### src/rtl/deser_pkg.sv
// Shared constants for the bit-serial to parallel deserializer.
package deser_pkg;

    localparam int WIDTH = 32;
    localparam int CNT_W = 5;

    localparam logic LSB_FIRST = 1'b0;
    localparam logic MSB_FIRST = 1'b1;

endpackage : deser_pkg

### src/rtl/reversal32.sv
// Optional bit reversal of a 32-bit word; passes the word through unchanged for LSB-first order.
module reversal32
    import deser_pkg::*;
(
    input  logic [WIDTH-1:0] d_i,
    input  logic             reverse_i,
    output logic [WIDTH-1:0] d_o
);

    always_comb begin
        d_o = d_i;
        if (reverse_i == MSB_FIRST) begin
            for (int i = 0; i < WIDTH; i++) begin
                d_o[i] = d_i[WIDTH-1-i];
            end
        end
    end

endmodule : reversal32

### src/rtl/deserializer32.sv
// Bit-serial to 32-bit parallel deserializer with latched bit order, valid/ready output
// and sticky overrun flag.
module deserializer32
    import deser_pkg::*;
(
    input  logic             clk,
    input  logic             reset,
    input  logic             sin,
    input  logic             sin_valid,
    input  logic             reverse,
    output logic [WIDTH-1:0] out,
    output logic             out_valid,
    input  logic             out_ready,
    output logic             busy,
    output logic             overrun,
    input  logic             clear_ovr
);

    localparam logic [CNT_W-1:0] LAST_BIT = CNT_W'(WIDTH - 1);

    logic [CNT_W-1:0] cnt_q, cnt_d;
    logic [WIDTH-1:0] sh_q, sh_d;
    logic [WIDTH-1:0] out_q, out_d;
    logic             rev_q, rev_d;
    logic             out_valid_q, out_valid_d;
    logic             busy_q, busy_d;
    logic             ovr_q, ovr_d;
    logic [WIDTH-1:0] word_lsb;
    logic [WIDTH-1:0] word_mapped;
    logic             complete;
    logic             load;
    logic             drop;

    // NOTE: every always_comb output gets a default first so no path leaves it unassigned (no latch).
    always_comb begin
        cnt_d = cnt_q;
        sh_d  = sh_q;
        rev_d = rev_q;
        if (sin_valid) begin
            cnt_d       = cnt_q + CNT_W'(1);
            sh_d[cnt_q] = sin;
            if (cnt_q == '0) begin
                rev_d = reverse;
            end
        end
    end

    // The 32nd bit bypasses the shift register so the word is ready on its accepting edge.
    assign complete = sin_valid && (cnt_q == LAST_BIT);
    assign word_lsb = {sin, sh_q[WIDTH-2:0]};

    reversal32 u_reversal32 (
        .d_i       (word_lsb),
        .reverse_i (rev_q),
        .d_o       (word_mapped)
    );

    assign load = complete && (!out_valid_q || out_ready);
    assign drop = complete && out_valid_q && !out_ready;

    always_comb begin
        out_d       = out_q;
        out_valid_d = out_valid_q;
        if (load) begin
            out_d       = word_mapped;
            out_valid_d = 1'b1;
        end else if (out_valid_q && out_ready) begin
            out_valid_d = 1'b0;
        end
        ovr_d = ovr_q;
        if (drop) begin
            ovr_d = 1'b1;
        end else if (clear_ovr) begin
            ovr_d = 1'b0;
        end
        busy_d = (cnt_d != '0);
    end

    // NOTE: sequential state uses non-blocking assignments so all registers update together.
    always_ff @(posedge clk or posedge reset) begin
        if (reset) begin
            cnt_q       <= '0;
            sh_q        <= '0;
            rev_q       <= LSB_FIRST;
            out_q       <= '0;
            out_valid_q <= 1'b0;
            busy_q      <= 1'b0;
            ovr_q       <= 1'b0;
        end else begin
            cnt_q       <= cnt_d;
            sh_q        <= sh_d;
            rev_q       <= rev_d;
            out_q       <= out_d;
            out_valid_q <= out_valid_d;
            busy_q      <= busy_d;
            ovr_q       <= ovr_d;
        end
    end

    assign out       = out_q;
    assign out_valid = out_valid_q;
    assign busy      = busy_q;
    assign overrun   = ovr_q;

endmodule : deserializer32

### config.mk
export PLATFORM = sky130hd
export DESIGN_NAME = deserializer32
export DESIGN_NICKNAME = d
export VERILOG_FILES = /design/src/rtl/deser_pkg.sv /design/src/rtl/reversal32.sv /design/src/rtl/deserializer32.sv
export SDC_FILE = /design/constraint.sdc
export NUM_CORES = 1
export LEC_CHECK = 0
export CORE_MARGIN = 2
export CORE_UTILIZATION = 60
export DETAILED_ROUTE_END_ITERATION = 6
export HOLD_SLACK_MARGIN = 0.03
export PLACE_DENSITY = 0.85
export SYNTH_ARGS = -nofsm -noshare
export SYNTH_HDL_FRONTEND = slang
export SYNTH_SLANG_ARGS = --single-unit
### constraint.sdc
create_clock -name clk -period 4.5 [get_ports clk]
set_input_delay 1.125 -clock clk [delete_from_list [all_inputs] [get_ports clk]]
set_output_delay 1.125 -clock clk [all_outputs]
set_load 0.1 [all_outputs]
# Word-level counts from Yosys, hierarchy flattened
# Cells that the tools add are included.
# Widths: inputs -> output; s select.
[op_classes] n_mux=9 n_eq_ne=1 n_lt_le_gt_ge=2 add_sub_neg=1 reduce_logical=14
[op_table] op="$bwmux 32" n=1
[op_table] op="$mux 32" n=1
[op_table] op="$logic_and 1x1->1" n=6
[op_table] op="$lt 5x6->1 const B" n=1
[op_table] op="$add 5x1->5 const B" n=1
[op_table] op="$demux 1 s5" n=1
[op_table] op="$eq 5x5->1 const B" n=1
[op_table] op="$ge 5x1->1 const B" n=1
[op_table] op="$logic_not 5->1" n=1
[op_table] op="$mux 1" n=5
[op_table] op="$mux 5" n=1
[op_table] op="$reduce_bool 5->1" n=1
[op_table] op="$reduce_bool 2->1" n=2
[op_table] op="$logic_not 1->1" n=2
[op_table] op="$reduce_and 2->1" n=1
[op_table] op="$logic_or 1x1->1" n=1
[totals] inputBits=7 wordCells=34 register_bits=73

# Depth between registers and ports, before layout
# Gate-level depths: netlist of run 1.
[depth] word_depth=5 mapped_depth=8 ltp_nobuf=6

# Hierarchy
# From an unflattened synthesis of run 1, not the netlist that was laid out.
[hier_totals] cells_unflattened=254 area_unflattened_um2=3583.4
[by_module_without_submodules] module="deserializer32" instances=1 area_each_um2=3039.2 seq_area_each_um2=1801.7 cells_per_inst=218
[by_module_without_submodules] module="reversal32" instances=1 area_each_um2=544.3 seq_area_each_um2=0.0 cells_per_inst=36

# Worst setup path before layout of run 1
# OpenSTA, ideal clock, no wires.
[synth_timing] kind="input to register" from="input sin_valid" to="register out_q[0], in the netlist out[0]" slack_ns=2.357 t_arrival_ns=2.017 cell_stages=6 setup_ns=0.125 n_path_buf=3 path_cell_list="buf_6 > nand2_1 > nor2b_1 > buf_6 > buf_6 > mux2_2"
[synth_between] elab_chain_len=2
[synth_lines] item="from (decl)" line_no="deserializer32.sv:9" rtl="input logic sin_valid,"
[synth_lines] item="$logic_and 1x1->1" line_no="deserializer32.sv:49" rtl="assign complete = sin_valid && (cnt_q == LAST_BIT);"
[synth_lines] item="$logic_and 1x1->1" line_no="deserializer32.sv:58" rtl="assign load = complete && (!out_valid_q || out_ready);"
[synth_lines] item="to (signal assigned)" line_no="deserializer32.sv:93" rtl="out_q <= out_d;"
[synth_lines] item="to (decl)" line_no="deserializer32.sv:23" rtl="logic [WIDTH-1:0] out_q, out_d;"
# No other way between the ends.
# A chain may end at the register's enable or synchronous reset.

# Worst setup path in the final report of run 1
[layout_timing] from="register out_valid_q, in the netlist out_valid" to="output out_valid"
[layout_rtl] item="from (decl)" line_no="deserializer32.sv:25" rtl="logic out_valid_q, out_valid_d;"
[layout_rtl] item="from (signal assigned)" line_no="deserializer32.sv:94" rtl="out_valid_q <= out_valid_d;"
[layout_rtl] item="to (decl)" line_no="deserializer32.sv:12" rtl="output logic out_valid,"
# No word-level cell between the ends.

==> results of run 1 <==
## registers in the layout (all words and copies together) (netlist names)
register   cells
cnt_q          5
sh_q          31
busy           1
rev_q          1
overrun        1
out           32
out_valid      1
## synthesized netlist by cell type
cell,n,share of area (%)
a31oi_1,1,0.18
and3_1,2,0.36
buf_2,1,0.14
buf_4,1,0.22
buf_6,9,2.9
buf_8,2,0.86
clkbuf_1,3,0.32
dfrtp_1,72,52
ha_1,5,1.8
inv_1,4,0.43
mux2_1,8,2.6
mux2_2,79,26
mux2_4,10,4.3
nand2_1,6,0.65
nand2_2,1,0.18
nand2b_1,1,0.18
nand3_1,4,0.58
nand3b_1,3,0.65
nand4_1,1,0.18
nor2_1,27,2.9
nor2_2,1,0.18
nor2b_1,1,0.18
nor3_2,1,0.29
nor4_1,1,0.18
o21ai_0,1,0.14
o22ai_1,1,0.18
or3_1,1,0.18
or3b_4,3,0.97
xnor2_1,2,0.50
xor2_1,1,0.25
## per-stage QoR
stage | instance area (um^2) | instances | hold slack (ps)
final | 4120 | 369 | 508
after global routing | 4120 | 369 | 523
after CTS | 4120 | 369 | 512
after detailed placement | 3850 | 353 | 494
after global placement | 3850 | 353 | 486
after floorplan | 3470 | 253 | 471
## how the worst max path moves through the flow
stage / from / endpoint / slack (ps)
floorplan: reset / busy / 1550
global placement: sin_valid / out[7] / 1350
detailed placement: sin_valid / out[14] / 1260
CTS: out[20] / out[20] / 1490
global route: out[22] / out[22] / 1470
finish: out_valid / out_valid / 1500
## cells by family after synthesis
family,after synthesis,share of synthesized area (%)
mux,97,32.5
flops,72,51.9
simple gates,53,7.67
buf+inv,20,4.90
fa+ha+maj,5,1.80
compound gates,3,0.504
xor+xnor,3,0.756
## power by group through the flow
| stage | clock (mW) | sequential [mW] | combinational, mW |
|---|---|---|---|
| 6_report | 0.673 | 1.07 | 1.53 |
| 5_1_grt | 0.717 | 1.10 | 1.61 |
| 4_1_cts | 0.686 | 1.07 | 1.54 |
| 3_5_place_dp | 0 | 1.08 | 1.53 |
| 3_3_place_gp | 0 | 1.06 | 1.50 |
| 2_1_floorplan | 0 | 1.63 | 0.689 |
## worst reg2reg max path: stages, from the launching register on
cell and delay [ps]:
dfrtp_1 480, ha_1 250, and3_1 170, ha_1 140, nand2_1 130, nor2b_4 140
buf_4 410, mux2_2 400
## cell type report
cell class	instances	area, um^2
fillers	371	1420
clock buffers	10	138
well taps	72	90.1
clock inverters	6	130
inverters	4	15.0
repair buffers	44	433
flip-flops and latches	72	1800
multi-input cells	161	1510
## routing by layer
metal,up-vias,track usage [%],part of all wire [%],wire [um]
li1,961,-,-,-
met1,1047,28.9,46,2920
met2,42,34.6,49,3060
met3,10,5.62,3.8,238
met4,0,9.66,1.2,78
met5,-,0,0,0
==> results.cfg, run 1 <==
[setup_path]
startpoint_type = register
slowest_delay_ps = 1160
path_buf_inv = 1
reg2reg_depth = 7
crit_fanout = 2
critical_path_class = reg -> out
arrival_ps = 1880
slowest_stage = clkdlybuf4s50_1
cp.depth = 1
timing.rr.end = out[14]
cp_top_family = buffers and inverters
cp-end-kind = output pin
rrSetupSlack_ps = 2270
r2r-start = cnt_q[0]
path_cells = clkdlybuf4s50_1
critPathRequiredTime_ps = 3380

[synthesis]
ys_ff_latch = 72
synth_fp_nets = 265
syn_area_per_cell_um2 = 13.7
yosys_warnings = 0
syn_inst = 253
netlist_area_um2 = 3470
synth_cell_type_count = 30
ys_seq_area_share_pct = 51.9

[clock_tree]
post_cts_buffers = 0
cts_resized = 0
insertion_delay_ps = 340
ctsHoldBuffers = 0
htreeDepth = 3
clock_path_buffers = 2
clock-root-buffer = clkbuf_8
cts_sinks = 72
cts_tree = built
clk_pin_slew_ps = 70
numCtsBuffers = 9

[layout]
final_common_cell = mux2_2
diodes = 0
fin_util_pct = 74.3
final_nets = 304
final_cell_mix = mux2_2, dfrtp_1, clkdlybuf4s50_1
area.growth.synth_to_final_pct = 18.5
layout-drive-gt1-share_pct = 39.1

[min_path]
hold_class = reg -> reg
holdPathEnd = out[11]
min_path_cells = 1
min-delay-start = out[11]

[timing]
hold_violations = 0
fin_crit_sh_pct = 66.7
final.setup.worst_slack_ps = 1500
clock.fmax_ghz = 0.333
relSlewSlack_pct = 29.6
slew_viol_final = 0
period_needed_ps = 3000
fin_tns_setup_ps = 0
clock_skew_ps = 3.11
setup_viol = 0
rsz0062_at_grt = no
tightestPinTransition_ps = 1050

[floorplan]
pin_count = 42
dieWidth_um = 80.1
start_util_pct = 62.7
die_area_um2 = 6420
coreArea_um2 = 5540
die_y_um = 80.1
placementRows = 27

[pwr]
pwr-share-clk_pct = 20.5
seqPwrFrac_pct = 32.7
peakVddDrop_mv = 0.618
netSwitchingFraction_pct = 42.6
combPwrFrac_pct = 46.8
p_switching_mw = 1.40
total_power_mw = 3.28
internal_power_mw = 1.88
p_leak_nw = 1.89
p_per_area_nw_per_um2 = 796

[placement]
io_buffers = 41
dpl.hpwl_um = 3950
place_congestion = 0.808
dpl_worst_slack_ps = 1260

[route]
vias = 2060
dr.pass1.iters = 4
routed_wl_um = 6300
drc = 0
drt_iter0_drc = 138
ant_nets = 0
avgViaCountPerCell = 5.58
avgRoutedWirePerCell_um = 17.1

[outcome]
status = complete, no violations

[flow_run]
drv_cap = 0

[global_route]
grt.overflow.total = 0
grt_pass1_wl_um = 10600
grt_usage_pct = 22.0
antenna_found_initial = 0
grt_max_degree = 42
grt_pass1_vias = 2145
Note: power is estimated with default switching activity, not from simulation.
==> run 2: changes to the inputs <==
--- a/config.mk
+++ b/config.mk
@@ -6,10 +6,10 @@
 export NUM_CORES = 1
 export LEC_CHECK = 0
 export CORE_MARGIN = 2
-export CORE_UTILIZATION = 60
+export CORE_UTILIZATION = 50
 export DETAILED_ROUTE_END_ITERATION = 6
 export HOLD_SLACK_MARGIN = 0.03
-export PLACE_DENSITY = 0.85
+export PLACE_DENSITY = 0.76
 export SYNTH_ARGS = -nofsm -noshare
 export SYNTH_HDL_FRONTEND = slang
 export SYNTH_SLANG_ARGS = --single-unit
==> constraint.sdc (replaced) <==
create_clock -name clk -period 2.5 [get_ports clk]
set_input_delay 0.625 -clock clk [delete_from_list [all_inputs] [get_ports clk]]
set_output_delay 0.625 -clock clk [all_outputs]
set_load 0.1 [all_outputs]
==> results.cfg, run 2 (synthesis gave the netlist of run 1 again) <==
[outcome]
status = complete, no violations

[setup_path]
reg2reg_depth = 7
arrival_ps = 2280
crit_fanout = 16
cp-end-kind = register
startpoint_type = register
timing.rr.end = out[5]
critical_path_class = reg -> reg
rrSetupSlack_ps = 440
r2r-start = cnt_q[0]
critPathRequiredTime_ps = 2730

[layout]
largest_reg_flops = 32
final_nets = 308
multiInputGateArea_um2 = 1510
diodes = 0
layout-drive-gt1-share_pct = 51.3
final_cell_mix = mux2_2, dfrtp_1, buf_4
ff_latch_area_um2 = 1800
area.growth.synth_to_final_pct = 16.1
final_common_cell = mux2_2
fillers = 582

[timing]
slew_viol_final = 0
fin_crit_sh_pct = 82.2
hold_violations = 0
clock.fmax_ghz = 0.487
fin_tns_setup_ps = 0
tightestPinTransition_ps = 394
rsz0062_at_grt = no
relSlewSlack_pct = 73.7
period_needed_ps = 2060
setup_viol = 0
clock_skew_ps = 8.93

[floorplan]
pin_count = 42
placementRows = 30
start_util_pct = 51.4
die_area_um2 = 7630
die_y_um = 87.4
coreArea_um2 = 6760
dieWidth_um = 87.4

[route]
drt_iter0_drc = 78
ant_nets = 0
avgViaCountPerCell = 5.30
drc = 0
routed_wl_um = 5630
vias = 2014
dr.pass1.iters = 4
avgRoutedWirePerCell_um = 14.8

[min_path]
hold_class = reg -> reg
holdPathEnd = sh_q[18]
min-delay-start = sh_q[18]
min_path_cells = 1

[flow_run]
drv_cap = 0

[global_route]
grt_usage_pct = 17.2
antenna_found_initial = 0
grt_max_degree = 59
grt_pass1_wl_um = 10100
grt_pass1_vias = 2097
grt.overflow.total = 0

[clock_tree]
cts_tree = built
cts_resized = 0
ctsHoldBuffers = 0
clock_path_buffers = 2
numCtsBuffers = 9
htreeDepth = 3
post_cts_buffers = 0
insertion_delay_ps = 350
cts_sinks = 72
clk_pin_slew_ps = 70
clock-root-buffer = clkbuf_8

[placement]
place_congestion = 0.786
dpl.hpwl_um = 3720
io_buffers = 41
## run 2: worst max-delay path by stage
stage,start,slack (ps),to
after global routing,cnt_q[0],310,out[5]
after CTS,cnt_q[0],430,out[3]
final,cnt_q[0],440,out[5]
after detailed placement,sin_valid,280,sh_q[18]
after global placement,sin_valid,290,sh_q[26]
after floorplan,reset,50,busy
## run 2: worst max-delay path: stages (launching register included)
cell and delay [ps]:
dfrtp_1 490, ha_1 260, and3_1 170, ha_1 140, nand2_1 110, nor2b_4 130
buf_4 260, mux2_2 370
## run 2: layer usage
metal / global-route usage (%) / wire (um) / vias to the layer above
li1: - / - / 968
met1: 25.0 / 2740 / 998
met2: 25.1 / 2580 / 38
met3: 3.98 / 209 / 10
met4: 6.71 / 98 / 0
met5: 0 / 0 / -
## run 2: final cells by class
cell class	instances	area share, %
clock buffer	10	3.41
clock inverter	5	2.02
inverter	4	0.372
multi-input combinational	161	37.4
sequential	72	44.7
tap	80	2.48
timing repair buffer	48	9.62
## run 2: stage by stage
| stage | util [%] | cells | area [um^2] | hold slack [ps] | worst slack (ps) |
|---|---|---|---|---|---|
| CTS | 59.7 | 380 | 4030 | 510 | 433 |
| detailed placement | 56.5 | 365 | 3810 | 493 | 281 |
| floorplan | - | 253 | 3470 | 471 | 50.1 |
| finish | 59.7 | 380 | 4030 | 506 | 445 |
| global route | 59.7 | 380 | 4030 | 524 | 314 |
| global placement | 56.5 | 365 | 3810 | 483 | 295 |
Power of run 2 is left out: the tool's default activity adds up to more than one toggle a clock period on the data nets, which glitch-free logic cannot reach.
